### src/rtl/data_sram_arb_pkg.sv
// Shared types for the data SRAM arbiter.
//   mem_size_e : access size encoding carried on pN_size
//   resp_t     : response register captured on every grant, replayed one
//                cycle later as data_ok / err / rdata on the owning port
package data_sram_arb_pkg;

  typedef enum logic [1:0] {
    SZ_BYTE = 2'd0,
    SZ_HALF = 2'd1,
    SZ_WORD = 2'd2,
    SZ_RSV  = 2'd3
  } mem_size_e;

  // Width of the starvation counter; wide enough for STARVE_MAX up to 15.
  localparam int STARVE_CNT_W = 4;

  typedef struct packed {
    logic      vld;
    logic      port;  // 0 = EXE load/store, 1 = aux/debug
    logic      wr;
    mem_size_e size;
    logic [1:0] off;
    logic      err;
  } resp_t;

endpackage

### src/rtl/data_sram_arb_mem_align.sv
// Lane formatting between a 32-bit byte-addressed requester and a
// word-wide SRAM. Purely combinational.
// Ports:
//   i_size, i_off, i_wdata -> o_we (byte strobes), o_wdata (lane-replicated),
//                             o_misalign (reserved size or unaligned offset)
//   i_rsize, i_roff, i_rdata -> o_rdata (right-justified, zero-extended)
module data_sram_arb_mem_align
  import data_sram_arb_pkg::*;
(
  input  mem_size_e   i_size,
  input  logic [1:0]  i_off,
  input  logic [31:0] i_wdata,
  output logic [3:0]  o_we,
  output logic [31:0] o_wdata,
  output logic        o_misalign,
  input  mem_size_e   i_rsize,
  input  logic [1:0]  i_roff,
  input  logic [31:0] i_rdata,
  output logic [31:0] o_rdata
);

  logic [31:0] w_shift;

  // NOTE: every output of a combinational block gets a default before the
  // case, otherwise an uncovered path would infer a latch.
  always_comb begin
    o_we       = 4'b0000;
    o_wdata    = i_wdata;
    o_misalign = 1'b0;
    unique case (i_size)
      SZ_BYTE: begin
        o_we    = 4'b0001 << i_off;
        o_wdata = {4{i_wdata[7:0]}};
      end
      SZ_HALF: begin
        o_we       = 4'b0011 << i_off;
        o_wdata    = {2{i_wdata[15:0]}};
        o_misalign = i_off[0];
      end
      SZ_WORD: begin
        o_we       = 4'b1111;
        o_misalign = |i_off;
      end
      default: o_misalign = 1'b1;
    endcase
  end

  // Bring the addressed lane down to bit 0, then mask to the access size.
  assign w_shift = i_rdata >> {i_roff, 3'b000};

  always_comb begin
    o_rdata = w_shift;
    unique case (i_rsize)
      SZ_BYTE: o_rdata = {24'h0, w_shift[7:0]};
      SZ_HALF: o_rdata = {16'h0, w_shift[15:0]};
      default: o_rdata = w_shift;
    endcase
  end

endmodule

### src/rtl/data_sram_arb.sv
// Two-port arbiter in front of a single synchronous data SRAM.
// Port 0 (EXE load/store) has fixed priority; port 1 (aux/debug) is forced
// through after STARVE_MAX consecutive losses. Every granted access
// completes exactly one cycle later on its own port.
// Ports:
//   clk, reset                     clock, async active-high reset
//   pN_req/wr/size/addr/wdata      request side, N = 0,1
//   pN_addr_ok                     accepted this cycle
//   pN_data_ok/rdata/err           completion, one cycle after addr_ok
//   sram_en/we/addr/wdata          SRAM command, sram_rdata one cycle later
module data_sram_arb
  import data_sram_arb_pkg::*;
#(
  parameter int STARVE_MAX = 4
) (
  input  logic        clk,
  input  logic        reset,
  input  logic        p0_req,
  input  logic        p0_wr,
  input  logic [1:0]  p0_size,
  input  logic [31:0] p0_addr,
  input  logic [31:0] p0_wdata,
  output logic        p0_addr_ok,
  output logic        p0_data_ok,
  output logic [31:0] p0_rdata,
  output logic        p0_err,
  input  logic        p1_req,
  input  logic        p1_wr,
  input  logic [1:0]  p1_size,
  input  logic [31:0] p1_addr,
  input  logic [31:0] p1_wdata,
  output logic        p1_addr_ok,
  output logic        p1_data_ok,
  output logic [31:0] p1_rdata,
  output logic        p1_err,
  output logic        sram_en,
  output logic [3:0]  sram_we,
  output logic [31:0] sram_addr,
  output logic [31:0] sram_wdata,
  input  logic [31:0] sram_rdata
);

  localparam logic [STARVE_CNT_W-1:0] CNT_MAX = STARVE_CNT_W'(STARVE_MAX);

  resp_t                   r_resp;
  logic [STARVE_CNT_W-1:0] r_starve_cnt;

  logic        w_force1;
  logic        w_grant0;
  logic        w_grant1;
  logic        w_any;
  logic        w_sel_wr;
  mem_size_e   w_sel_size;
  logic [31:0] w_sel_addr;
  logic [31:0] w_sel_wdata;
  logic [3:0]  w_we;
  logic [31:0] w_wdata;
  logic        w_misalign;
  logic [31:0] w_rdata;
  logic [31:0] w_load_data;

  // Port 1 wins a conflict only once it has lost STARVE_MAX times in a row.
  // Grants are suppressed while reset is high.
  assign w_force1 = p1_req && (r_starve_cnt == CNT_MAX);
  assign w_grant0 = !reset && p0_req && !w_force1;
  assign w_grant1 = !reset && p1_req && !w_grant0;
  assign w_any    = w_grant0 || w_grant1;

  assign w_sel_wr    = w_grant1 ? p1_wr    : p0_wr;
  assign w_sel_size  = mem_size_e'(w_grant1 ? p1_size : p0_size);
  assign w_sel_addr  = w_grant1 ? p1_addr  : p0_addr;
  assign w_sel_wdata = w_grant1 ? p1_wdata : p0_wdata;

  data_sram_arb_mem_align u_align (
    .i_size     (w_sel_size),
    .i_off      (w_sel_addr[1:0]),
    .i_wdata    (w_sel_wdata),
    .o_we       (w_we),
    .o_wdata    (w_wdata),
    .o_misalign (w_misalign),
    .i_rsize    (r_resp.size),
    .i_roff     (r_resp.off),
    .i_rdata    (sram_rdata),
    .o_rdata    (w_rdata)
  );

  assign p0_addr_ok = w_grant0;
  assign p1_addr_ok = w_grant1;

  // A misaligned access is acknowledged but never reaches the SRAM.
  assign sram_en    = w_any && !w_misalign;
  assign sram_we    = (sram_en && w_sel_wr) ? w_we : 4'b0000;
  assign sram_addr  = {w_sel_addr[31:2], 2'b00};
  assign sram_wdata = w_wdata;

  // NOTE: sequential state uses non-blocking assignments so every register
  // samples pre-edge values regardless of statement order.
  always_ff @(posedge clk or posedge reset) begin
    if (reset) begin
      r_resp       <= '0;
      r_starve_cnt <= '0;
    end else begin
      r_resp.vld  <= w_any;
      r_resp.port <= w_grant1;
      r_resp.wr   <= w_sel_wr;
      r_resp.size <= w_sel_size;
      r_resp.off  <= w_sel_addr[1:0];
      r_resp.err  <= w_misalign;
      if (w_grant0 && p1_req) begin
        if (r_starve_cnt != CNT_MAX) r_starve_cnt <= r_starve_cnt + 1'b1;
      end else begin
        r_starve_cnt <= '0;
      end
    end
  end

  // Stores and faulted loads return zero.
  assign w_load_data = (!r_resp.wr && !r_resp.err) ? w_rdata : 32'h0;

  assign p0_data_ok = r_resp.vld && !r_resp.port;
  assign p1_data_ok = r_resp.vld &&  r_resp.port;
  assign p0_err     = p0_data_ok && r_resp.err;
  assign p1_err     = p1_data_ok && r_resp.err;
  assign p0_rdata   = p0_data_ok ? w_load_data : 32'h0;
  assign p1_rdata   = p1_data_ok ? w_load_data : 32'h0;

endmodule

### config.mk
export PLATFORM = sky130hd
export DESIGN_NAME = data_sram_arb
export DESIGN_NICKNAME = d
export VERILOG_FILES = /design/src/rtl/data_sram_arb_pkg.sv /design/src/rtl/data_sram_arb_mem_align.sv /design/src/rtl/data_sram_arb.sv
export SDC_FILE = /design/constraint.sdc
export NUM_CORES = 1
export LEC_CHECK = 0
export BUFFER_PORTS_ARGS = -buffer_cell sky130_fd_sc_hd__buf_4
export CAP_MARGIN = 20
export CORE_AREA = 2 2 121 123
export DETAILED_ROUTE_END_ITERATION = 10
export DIE_AREA = 0 0 123 125
export PLACE_DENSITY = 0.51
export SLEW_MARGIN = 20
export SYNTH_ARGS = -nofsm -noshare
export SYNTH_HDL_FRONTEND = slang
export SYNTH_HIERARCHICAL = 1
export SYNTH_SLANG_ARGS = --single-unit
### constraint.sdc
create_clock -name clk -period 6.4 [get_ports clk]
set_input_delay 0.64 -clock clk [delete_from_list [all_inputs] [get_ports clk]]
set_output_delay 0.64 -clock clk [all_outputs]
set_load 0.05 [all_outputs]
==> results.yml <==
status:
  status: "completed"
hold_path:
  hp-class: "input port to async pin"
cells_and_area:
  antennaDiodeCount: 0
  final_util: 0.383
  final_cells: 804
  nNetsFinal: 794
  drive_gt1_frac: 0.634
  area_growth_pct: 64.8
placement:
  place_congestion: 0.904
  port_buffers: 306
  dp_cells: 801
  dp_hpwl_mm: 12.1
sta:
  max_freq_mhz: 215
  fin_crit_ns: 4.66
  tightest_slew_ns: 0.854
  setup_viol: 0
  drv_slew: 0
  hold_ws_ns: 0.447
  period_share: 0.728
  relSlewSlack: 0.429
  rsz0062_at_grt: "no"
  fin_setup_tns_ns: 0
  clock_skew_ns: 0.000409
  finalHoldViolCount: 0
critical_path:
  regToRegStartpoint: "r_starve_cnt[0]$_DFFE_PP0P_"
  critPathArrivalTime_ns: 4.02
  cp-start-kind: "register"
  required_ns: 5.76
  regToRegSetupSlack_ns: 3.50
  crit_fanout: 33
  end_kind: "output port"
  criticalPathCategory: "register to output port"
  rr_endpoint: "r_resp[0]$_DFF_PP0_"
  r2r_cells: 7
floorplanning:
  ioPinCount: 309
  dieArea_um2: 15400
  start_util: 0.232
  core_area_um2: 14200
  die_x_um: 123
  rows: 44
  chipHeight_um: 125
synth:
  yosysSeqAreaShare: 0.0909
  yosys-top-cells-area: "mux2_2 21%, and2_1 14%, buf_4 10%"
  yosysTopAreaCellShare: 0.208
  syn-cell-area_um2: 3300
  yosys_register_bits: 12
  synth_warnings: 6
  syn_inst: 371
  synth_top_area_cell: "mux2_2"
  synth_cell_types: 45
  avgSynthCellArea_um2: 8.90
route:
  drc: 0
  vias: 3626
  drt_iter0_markers: 113
  drt-pass1-iter-count: 4
  wl_per_cell_um: 17.5
  vias_per_cell: 4.51
  ant_nets: 0
  drt-total-wl_mm: 14.1
clock_tree:
  cts_tree: "yes"
  clockBufferDepth: 2
  cts-buffers-inserted: 3
  cts-resized-gates: 0
  cts_hold_buf: 0
  cts-root-buf: "clkbuf_16"
  cts_num_sinks: 12
  post-cts-setup-buffer-count: 0
  clk_latency_ns: 0.24
  cts_max_level: 1
  clkTransAtPathRegs_ns: 0.04
grt:
  gr-total-overflow: 0
  gr-usage-all-layers: 0.173
  grt_max_degree: 44
  grt_first_pass_wirelength_mm: 20.7
  antenna_found_initial: 0
  grt_pass1_vias: 3683
power_and_ir_drop:
  power_density_nw_per_um2: 121
  irDropWorstVdd_mv: 0.114
  cellLeakagePower_uw: 0.00266
run:
  maxCapViolCount: 0
-- metrics by stage --
step	total power [uW]	cell area (um^2)	setup slack (ns)
2_1_floorplan	400	3310	1.99
3_3_place_gp	548	5370	1.92
3_5_place_dp	551	5370	1.79
4_1_cts	663	5440	1.70
5_1_grt	689	5440	1.34
6_report	656	5440	1.74
-- worst max path at each step --
stage	from	to	slack, ns	cells after the start
2_1_floorplan	reset	sram_we[0]	1.99	10
3_3_place_gp	reset	sram_we[2]	1.92	10
3_5_place_dp	reset	sram_we[3]	1.79	10
4_1_cts	r_starve_cnt[0]$_DFFE_PP0P_	sram_we[3]	1.70	11
5_1_grt	r_starve_cnt[0]$_DFFE_PP0P_	sram_we[0]	1.34	11
6_report	r_starve_cnt[0]$_DFFE_PP0P_	sram_we[3]	1.74	11
-- critical path: stages, from the launching register on --
cell	delay, ns
dfrtp_1	0.40
inv_1	0.07
ha_1	0.16
nand3b_1	0.17
a21oi_4	0.73
mux2_2	0.68
o21a_1	0.21
o22a_1	0.27
nor4bb_1	0.57
nand2_1	0.10
o21ai_0	0.17
buf_4	0.23
-- state kept, by name (all words and copies together), names as in the netlist --
signal / flops
r_resp: 8
r_starve_cnt: 4
-- layout make-up --
cell class,count,area [um^2]
Multi-Input combinational cell,290,2480
Clock buffer,3,75.1
Sequential cell,12,300
Tap cell,184,230
Fill cell,1493,8760
Timing Repair Buffer,311,2330
Inverter,4,15.0
-- layout by cell type (no fill, tap or decap), drive strengths merged, types with 2 or more instances in the layout --
master	Yosys	final
ha	2	2
nand4b	5	5
nor3b	2	2
and3	2	2
nor3	4	4
buf	58	311
o21ai	14	14
inv	4	4
mux2	84	84
conb	1	2
clkbuf	7	3
a211oi	16	16
dfrtp	12	12
o21a	2	2
and2	75	75
nor2	11	11
nand2	14	14
mux4	8	8
nor2b	9	9
nand2b	11	11
mux2i	18	18
-- cell usage after synthesis, drive strengths merged --
cell          count
a211oi           16
a21oi             1
and2             75
and2b             1
and3              2
and3b             1
buf              58
clkbuf            7
conb              1
dfrtp            12
dlymetal6s2s      1
ha                2
inv               4
mux2             84
mux2i            18
mux4              8
nand2            14
nand2b           11
nand3             1
nand3b            1
nand4b            5
nor2             11
nor2b             9
nor3              4
nor3b             2
nor4bb            1
o21a              2
o21ai            14
o21bai            1
o22a              1
o31ai             1
xnor2             1
xor2              1
-- logic make-up after synthesis --
kind of cell,after synthesis,synth area share
adders and majority gates,2,0.00758
and+or+nand+nor,138,0.254
AOI/OAI and AO/OA,36,0.0811
other,1,0.00114
buffers and inverters,70,0.161
muxes,110,0.399
DFF,12,0.0909
xor gates and xnor gates,2,0.00531
-- metal layers --
metal  vias up  track usage  share of wire
li1       1754            -              -
met1      1654        0.172           0.33
met2       200        0.346           0.55
met3        18       0.0420          0.098
met4         0       0.0475          0.024
met5         -            0              0
-- where the power goes --
part	switching, uW	internal, uW	leakage (uW)
clock	29.0	81.0	0.0000370
sequential	2.98	80.1	0.000151
combinational	273	190	0.00247
No activity file was read; power rests on OpenSTA's default activity.
